[config.mk]
export PLATFORM = sky130hd
export DESIGN_NAME = iic_bus_arbiter_flat
export DESIGN_NICKNAME = d
export VERILOG_FILES = /design/src/rtl/iic_arb_pkg.sv /design/src/rtl/iic_bus_arbiter_if.sv /design/src/rtl/iic_bus_arbiter_rr_pick.sv /design/src/rtl/iic_bus_arbiter.sv /design/src/flat_wrapper.sv
export SDC_FILE = /design/constraint.sdc
export NUM_CORES = 1
export LEC_CHECK = 0
export CORE_ASPECT_RATIO = 0.5
export CORE_MARGIN = 5
export CORE_UTILIZATION = 35
export CTS_CLUSTER_SIZE = 25
export DETAILED_ROUTE_END_ITERATION = 7
export PLACE_DENSITY = 0.76
export SYNTH_ARGS = -nofsm -noshare
export SYNTH_HDL_FRONTEND = slang
export SYNTH_SLANG_ARGS = --single-unit
[constraint.sdc]
create_clock -name sys_clk -period 1.55 [get_ports sys_clk]
set_clock_uncertainty 0.1 [all_clocks]
set_input_delay 0.155 -clock sys_clk [delete_from_list [all_inputs] [get_ports sys_clk]]
set_output_delay 0.155 -clock sys_clk [all_outputs]
set_load 0.01 [all_outputs]
[src/rtl/iic_arb_pkg.sv]
// Shared types for the IIC bus arbiter: FSM state encoding and width helpers.
package iic_arb_pkg;

    localparam int unsigned STATE_W = 3;

    typedef enum logic [STATE_W-1:0] {
        IDLE  = 3'd0,
        LATCH = 3'd1,
        START = 3'd2,
        BUSY  = 3'd3,
        DONE  = 3'd4
    } arb_state_e;

    // Index width for n clients, never below one bit.
    function automatic int unsigned idx_width(input int unsigned n);
        return (n > 1) ? $clog2(n) : 1;
    endfunction

endpackage

[src/rtl/iic_bus_arbiter_if.sv]
// Client-side request bundle plus IIC master command/result signals.
// master: arbiter view. slave: clients and IIC master engine view.
interface iic_bus_arbiter_if #(
    parameter int unsigned NUM_REQ = 2,
    parameter int unsigned ADDR_W  = 16,
    parameter int unsigned DATA_W  = 8
) ();
    logic [NUM_REQ-1:0]        req;
    logic [NUM_REQ-1:0]        req_rd;
    logic [NUM_REQ*ADDR_W-1:0] req_addr;
    logic [NUM_REQ*DATA_W-1:0] req_wdata;
    logic [NUM_REQ-1:0]        gnt;
    logic [NUM_REQ-1:0]        done;
    logic [NUM_REQ-1:0]        err;
    logic [DATA_W-1:0]         rdata;
    logic                      wr_en;
    logic                      rd_en;
    logic                      iic_start;
    logic [ADDR_W-1:0]         byte_addr;
    logic [DATA_W-1:0]         wr_data;
    logic                      iic_end;
    logic [DATA_W-1:0]         rd_data;

    modport master (
        input  req, req_rd, req_addr, req_wdata, iic_end, rd_data,
        output gnt, done, err, rdata, wr_en, rd_en, iic_start, byte_addr, wr_data
    );

    modport slave (
        output req, req_rd, req_addr, req_wdata, iic_end, rd_data,
        input  gnt, done, err, rdata, wr_en, rd_en, iic_start, byte_addr, wr_data
    );
endinterface

[src/rtl/iic_bus_arbiter_rr_pick.sv]
// Round-robin picker: first set request at or above the pointer, wrapping.
module iic_rr_pick
    import iic_arb_pkg::*;
#(
    parameter int unsigned NUM_REQ = 2,
    parameter int unsigned IDX_W   = idx_width(NUM_REQ)
) (
    input  logic [NUM_REQ-1:0] i_req,
    input  logic [IDX_W-1:0]   i_ptr,
    output logic [NUM_REQ-1:0] o_pick_c,
    output logic [IDX_W-1:0]   o_idx_c,
    output logic               o_valid_c
);

    // Client index k positions above the pointer, modulo NUM_REQ.
    function automatic logic [IDX_W-1:0] rot(input logic [IDX_W-1:0] p, input int unsigned k);
        int unsigned s;
        s = 32'(p) + k;
        if (s >= NUM_REQ) s = s - NUM_REQ;
        return IDX_W'(s);
    endfunction

    // Scan from the pointer and keep the first hit.
    always_comb begin
        o_pick_c  = '0;
        o_idx_c   = '0;
        o_valid_c = 1'b0;
        for (int unsigned k = 0; k < NUM_REQ; k++) begin
            if (!o_valid_c && i_req[rot(i_ptr, k)]) begin
                o_pick_c[rot(i_ptr, k)] = 1'b1;
                o_idx_c                 = rot(i_ptr, k);
                o_valid_c               = 1'b1;
            end
        end
    end

endmodule

[src/rtl/iic_bus_arbiter.sv]
// Round-robin arbiter sharing one IIC master among NUM_REQ clients,
// one transaction per grant. Optional watchdog: define IIC_ARB_TIMEOUT_EN.
module iic_bus_arbiter
    import iic_arb_pkg::*;
#(
    parameter int unsigned NUM_REQ     = 2,
    parameter int unsigned ADDR_W      = 16,
    parameter int unsigned DATA_W      = 8,
    parameter int unsigned TIMEOUT_CYC = 20000
) (
    input  logic                 sys_clk,
    input  logic                 sys_rst,
    iic_bus_arbiter_if.master    bus
);

    localparam int unsigned IDX_W = idx_width(NUM_REQ);

    if (NUM_REQ < 2 || NUM_REQ > 8) begin : g_bad_num_req
        $error("iic_bus_arbiter: NUM_REQ must be 2..8");
    end
    if (TIMEOUT_CYC < 2) begin : g_bad_timeout
        $error("iic_bus_arbiter: TIMEOUT_CYC must be at least 2");
    end

    arb_state_e          r_state;
    logic [IDX_W-1:0]    r_ptr;
    logic [IDX_W-1:0]    r_owner;
    logic [NUM_REQ-1:0]  r_gnt;
    logic [NUM_REQ-1:0]  r_done;
    logic [DATA_W-1:0]   r_rdata;
    logic                r_wr_en;
    logic                r_rd_en;
    logic                r_start;
    logic [ADDR_W-1:0]   r_addr;
    logic [DATA_W-1:0]   r_wdata;

    logic [NUM_REQ-1:0]  w_pick;
    logic [IDX_W-1:0]    w_idx;
    logic                w_valid;

`ifdef IIC_ARB_TIMEOUT_EN
    localparam int unsigned WD_W = $clog2(TIMEOUT_CYC + 1);
    logic [WD_W-1:0]     r_wd;
    logic [NUM_REQ-1:0]  r_err;
`endif

    iic_rr_pick #(
        .NUM_REQ (NUM_REQ),
        .IDX_W   (IDX_W)
    ) u_pick (
        .i_req     (bus.req),
        .i_ptr     (r_ptr),
        .o_pick_c  (w_pick),
        .o_idx_c   (w_idx),
        .o_valid_c (w_valid)
    );

    // Arbitration FSM with registered grant, command and result outputs.
    always_ff @(posedge sys_clk) begin
        if (sys_rst) begin
            r_state <= IDLE;
            r_ptr   <= '0;
            r_owner <= '0;
            r_gnt   <= '0;
            r_done  <= '0;
            r_rdata <= '0;
            r_wr_en <= 1'b0;
            r_rd_en <= 1'b0;
            r_start <= 1'b0;
            r_addr  <= '0;
            r_wdata <= '0;
`ifdef IIC_ARB_TIMEOUT_EN
            r_wd    <= '0;
            r_err   <= '0;
`endif
        end else begin
            r_done  <= '0;
            r_start <= 1'b0;
`ifdef IIC_ARB_TIMEOUT_EN
            r_err   <= '0;
`endif
            case (r_state)
                IDLE: begin
                    if (w_valid) begin
                        r_owner <= w_idx;
                        r_gnt   <= w_pick;
                        r_addr  <= bus.req_addr[int'(w_idx)*ADDR_W +: ADDR_W];
                        r_wdata <= bus.req_wdata[int'(w_idx)*DATA_W +: DATA_W];
                        r_wr_en <= ~bus.req_rd[w_idx];
                        r_rd_en <= bus.req_rd[w_idx];
                        r_state <= LATCH;
                    end
                end
                LATCH: begin
                    r_start <= 1'b1;
                    r_state <= START;
                end
                START: begin
`ifdef IIC_ARB_TIMEOUT_EN
                    r_wd    <= WD_W'(1);
`endif
                    r_state <= BUSY;
                end
                BUSY: begin
                    if (bus.iic_end) begin
                        r_rdata <= bus.rd_data;
                        r_done  <= r_gnt;
                        r_state <= DONE;
                    end
`ifdef IIC_ARB_TIMEOUT_EN
                    // r_wd counts clocks since START; DONE lands TIMEOUT_CYC clocks after it.
                    else if (r_wd == WD_W'(TIMEOUT_CYC - 1)) begin
                        r_rdata <= '0;
                        r_done  <= r_gnt;
                        r_err   <= r_gnt;
                        r_state <= DONE;
                    end else begin
                        r_wd <= r_wd + WD_W'(1);
                    end
`endif
                end
                DONE: begin
                    r_gnt   <= '0;
                    r_wr_en <= 1'b0;
                    r_rd_en <= 1'b0;
                    r_ptr   <= (r_owner == IDX_W'(NUM_REQ - 1)) ? '0 : r_owner + IDX_W'(1);
                    r_state <= IDLE;
                end
                default: r_state <= IDLE;
            endcase
        end
    end

    assign bus.gnt       = r_gnt;
    assign bus.done      = r_done;
    assign bus.rdata     = r_rdata;
    assign bus.wr_en     = r_wr_en;
    assign bus.rd_en     = r_rd_en;
    assign bus.iic_start = r_start;
    assign bus.byte_addr = r_addr;
    assign bus.wr_data   = r_wdata;
`ifdef IIC_ARB_TIMEOUT_EN
    assign bus.err       = r_err;
`else
    assign bus.err       = '0;
`endif

endmodule

[src/flat_wrapper.sv]
// flat-port wrapper written by rule: the top's interface ports become plain ports
module iic_bus_arbiter_flat import iic_arb_pkg::*;
#(
    parameter int unsigned NUM_REQ     = 2,
    parameter int unsigned ADDR_W      = 16,
    parameter int unsigned DATA_W      = 8,
    parameter int unsigned TIMEOUT_CYC = 20000
)
  (sys_clk, sys_rst, bus_req, bus_req_rd, bus_req_addr, bus_req_wdata, bus_iic_end, bus_rd_data, bus_gnt, bus_done, bus_err, bus_rdata, bus_wr_en, bus_rd_en, bus_iic_start, bus_byte_addr, bus_wr_data);
  iic_bus_arbiter_if #(.NUM_REQ(NUM_REQ), .ADDR_W(ADDR_W), .DATA_W(DATA_W)) bus_i ();
  input  logic sys_clk;
  input  logic sys_rst;
  input wire logic [$bits(bus_i.req)-1:0] bus_req;
  input wire logic [$bits(bus_i.req_rd)-1:0] bus_req_rd;
  input wire logic [$bits(bus_i.req_addr)-1:0] bus_req_addr;
  input wire logic [$bits(bus_i.req_wdata)-1:0] bus_req_wdata;
  input wire logic [$bits(bus_i.iic_end)-1:0] bus_iic_end;
  input wire logic [$bits(bus_i.rd_data)-1:0] bus_rd_data;
  output wire logic [$bits(bus_i.gnt)-1:0] bus_gnt;
  output wire logic [$bits(bus_i.done)-1:0] bus_done;
  output wire logic [$bits(bus_i.err)-1:0] bus_err;
  output wire logic [$bits(bus_i.rdata)-1:0] bus_rdata;
  output wire logic [$bits(bus_i.wr_en)-1:0] bus_wr_en;
  output wire logic [$bits(bus_i.rd_en)-1:0] bus_rd_en;
  output wire logic [$bits(bus_i.iic_start)-1:0] bus_iic_start;
  output wire logic [$bits(bus_i.byte_addr)-1:0] bus_byte_addr;
  output wire logic [$bits(bus_i.wr_data)-1:0] bus_wr_data;
  assign bus_i.req = bus_req;
  assign bus_i.req_rd = bus_req_rd;
  assign bus_i.req_addr = bus_req_addr;
  assign bus_i.req_wdata = bus_req_wdata;
  assign bus_i.iic_end = bus_iic_end;
  assign bus_i.rd_data = bus_rd_data;
  assign bus_gnt = bus_i.gnt;
  assign bus_done = bus_i.done;
  assign bus_err = bus_i.err;
  assign bus_rdata = bus_i.rdata;
  assign bus_wr_en = bus_i.wr_en;
  assign bus_rd_en = bus_i.rd_en;
  assign bus_iic_start = bus_i.iic_start;
  assign bus_byte_addr = bus_i.byte_addr;
  assign bus_wr_data = bus_i.wr_data;
  iic_bus_arbiter #(.NUM_REQ(NUM_REQ), .ADDR_W(ADDR_W), .DATA_W(DATA_W), .TIMEOUT_CYC(TIMEOUT_CYC)) u_core (.sys_clk(sys_clk), .sys_rst(sys_rst), .bus(bus_i));
endmodule
==> qor.csv <==
metric,value,unit
status,"finished, final reports clean",
synth_warnings,0,
hp-class,in -> reg,
grt_pass1_wl,9.72,mm
die_w,119,um
fmax,680,MHz
synth_area_per_cell,10.2,um2
drc,0,
core_area,0.00561,mm2
async_flop_share,0,%
ys_seq_area_share,42.6,%
p_int,0.00254,W
cp_data_arrival_time,1220,ps
critical_path_class,reg -> out,
rsz0062_at_grt,no,
drive_above_1_share,23.3,%
fin_setup_tns,0,ps
drt_iter0_markers,63,
ctsHtreeMaxLevel,2,
totalWireLength,6.17,mm
mappedNetlistArea,0.00207,mm2
ctsHoldBuffers,0,
gr-total-overflow,0,
hpwl,4.64,mm
cp-start-kind,flip-flop,
post-route-period-util,94.9,%
yosysTopAreaCell,dfxtp_1,
ctsLongestPathBuffers,2,
syn_to_final_growth,62.8,%
fin_crit,1470,ps
n_fill_cell,475,
port_buffers,101,
critical_path.max_stage_delay,560,ps
vias_per_cell,4.98,
critical_path.cell_chain,clkdlybuf4s50_1,
final_nets,371,
grt_max_degree,40,
yosysMostFrequentCell,dfxtp_1,
place.gp.congestion,0.779,
initial_core_util,36.8,%
power.total,0.00349,W
slew_viol_final,0,
cp_slowest_cell,clkdlybuf4s50_1,
worstPathBufferInverterCount,1,
die_area,0.00764,mm2
synth_edf_count,0,
num_antenna_cells,0,
cp-end-kind,output port,
fin_ws,79.1,ps
ir_drop,0.000513,V
p_per_area,1040,mW/mm2
grt_pass1_vias,2000,
first_pass_iters,4,
vias,1902,
p_seq_share,37.5,%
cts.sinks,44,
grt_usage,15.6,%
rows,19,
synthCells,202,
ios,104,
switching_share,27.1,%
antenna_left,0,
place_ws,-127,ps
path_clk_slew,70,ps
p_switching,0.000943,W
wl_per_cell,16.2,um
critPathMaxFanout,3,
clk_latency,280,ps
synth_top_area_share,42.6,%
synthFlopType,dfxtp_1,
cts-root-buf,clkbuf_16,
ys_types,36,
max_cap_violations,0,
ys_ff_latch,44,
cts_setup_buffers,0,
path_delay_family,buffers and inverters,
finalHoldViolCount,0,
p_comb_share,27.5,%
cts_inserted_buffers,5,
cts_tree,yes,
clock_power_share,35.0,%
cp_data_required_time,1290,ps
finalSetupViolCount,0,
yosys-top-cells-area,"dfxtp_1 43%, a211oi_2 12%, o22ai_2 12%",
yosys-top-cells-count,"44 x dfxtp_1, 28 x nor2_1, 22 x nand2_1, 20 x a211oi_2, 20 x o22ai_2",
antenna_found_initial,0,
die_h,64.3,um
leakagePower,1.22,nW
-- routing by layer --
metal / track usage, % / vias to the layer above / share of wire [%]
met5: 0 / - / 0
met4: 3.90 / 0 / 1.0
met3: 3.88 / 8 / 3.7
met2: 29.8 / 38 / 55
met1: 17.5 / 924 / 40
li1: - / 932 / -
-- final timing paths --
| kind | startpoint | to | slack, ps | depth (start not counted) |
|---|---|---|---|---|
| hold / removal | sys_rst | u_core.bus.gnt[0]$_SDFFE_PP0P_ | 160 | 3 |
| hold reg to reg | u_core.r_owner$_SDFFE_PP0P_ | u_core.r_owner$_SDFFE_PP0P_ | 370 | 2 |
| setup reg to reg | u_core.r_state[1]$_SDFFE_PP0P_ | u_core.bus.rd_en$_SDFFE_PP0P_ | 130 | 4 |
| setup / recovery | u_core.bus.gnt[0]$_SDFFE_PP0P_ | bus_gnt[0] | 80 | 1 |
-- power by group through the flow --
stage | Combinational, W | Sequential (W) | Clock [W]
after floorplan | 0.000428 | 0.00137 | 0
after global placement | 0.000937 | 0.00133 | 0
after detailed placement | 0.000957 | 0.00133 | 0
after CTS | 0.000962 | 0.00131 | 0.00124
after global routing | 0.00102 | 0.00132 | 0.00128
final | 0.000957 | 0.00131 | 0.00122
-- kinds of logic after synthesis --
family                 after synthesis  share of synthesized area, %
DFF                                 44                          42.6
muxes                                1                         0.484
other                                1                         0.181
and+or+nand+nor                     69                          16.6
AOI/OAI and AO/OA                   67                          32.5
buffers and inverters               20                          7.57
-- metrics by stage --
| stage | cell area, um2 | std cells | hold slack [ps] | utilization (%) |
|---|---|---|---|---|
| 2_1_floorplan | 2070 | 203 | 142 | - |
| 3_3_place_gp | 3190 | 374 | 345 | 56.8 |
| 3_5_place_dp | 3190 | 374 | 357 | 56.8 |
| 4_1_cts | 3360 | 382 | 158 | 59.9 |
| 5_1_grt | 3360 | 382 | 184 | 60.0 |
| 6_report | 3360 | 382 | 162 | 60.0 |
-- sequential cells by signal, summed over array words and instances (netlist names) --
register              count
u_core.bus.byte_addr     16
u_core.bus.done           2
u_core.bus.gnt            2
u_core.bus.iic_start      1
u_core.bus.rd_en          1
u_core.bus.rdata          8
u_core.bus.wr_data        8
u_core.bus.wr_en          1
u_core.r_owner            1
u_core.r_ptr              1
u_core.r_state            3
-- timing repair --
item,4_1_cts,5_1_grt
hold endpoints to repair,0,0
resized for setup,0,2
setup endpoints to repair,0,14
-- layout make-up --
| type | count | area, um2 | area share [%] |
|---|---|---|---|
| clock buffers | 5 | 125 | 3.72 |
| clock inverters | 3 | 46.3 | 1.38 |
| inverters | 2 | 7.51 | 0.223 |
| multi-input cells | 139 | 1040 | 30.9 |
| flip-flops and latches | 44 | 882 | 26.2 |
| well taps | 73 | 91.3 | 2.71 |
| repair buffers | 116 | 1170 | 34.8 |
-- placed cells by master (no fill, tap or decap), types with 2 or more instances in the layout --
| master | count |
|---|---|
| o22ai_2 | 20 |
| and2_1 | 2 |
| dfxtp_1 | 43 |
| a21oi_1 | 14 |
| nor3_1 | 2 |
| buf_4 | 10 |
| nand2_1 | 22 |
| a211oi_1 | 4 |
| buf_12 | 4 |
| inv_1 | 2 |
| a211oi_2 | 20 |
| nor2_1 | 28 |
| nand3_1 | 3 |
| clkdlybuf4s50_1 | 100 |
| o22ai_1 | 4 |
| clkbuf_16 | 5 |
| conb_1 | 2 |
Power figures use the tool's default switching activity.
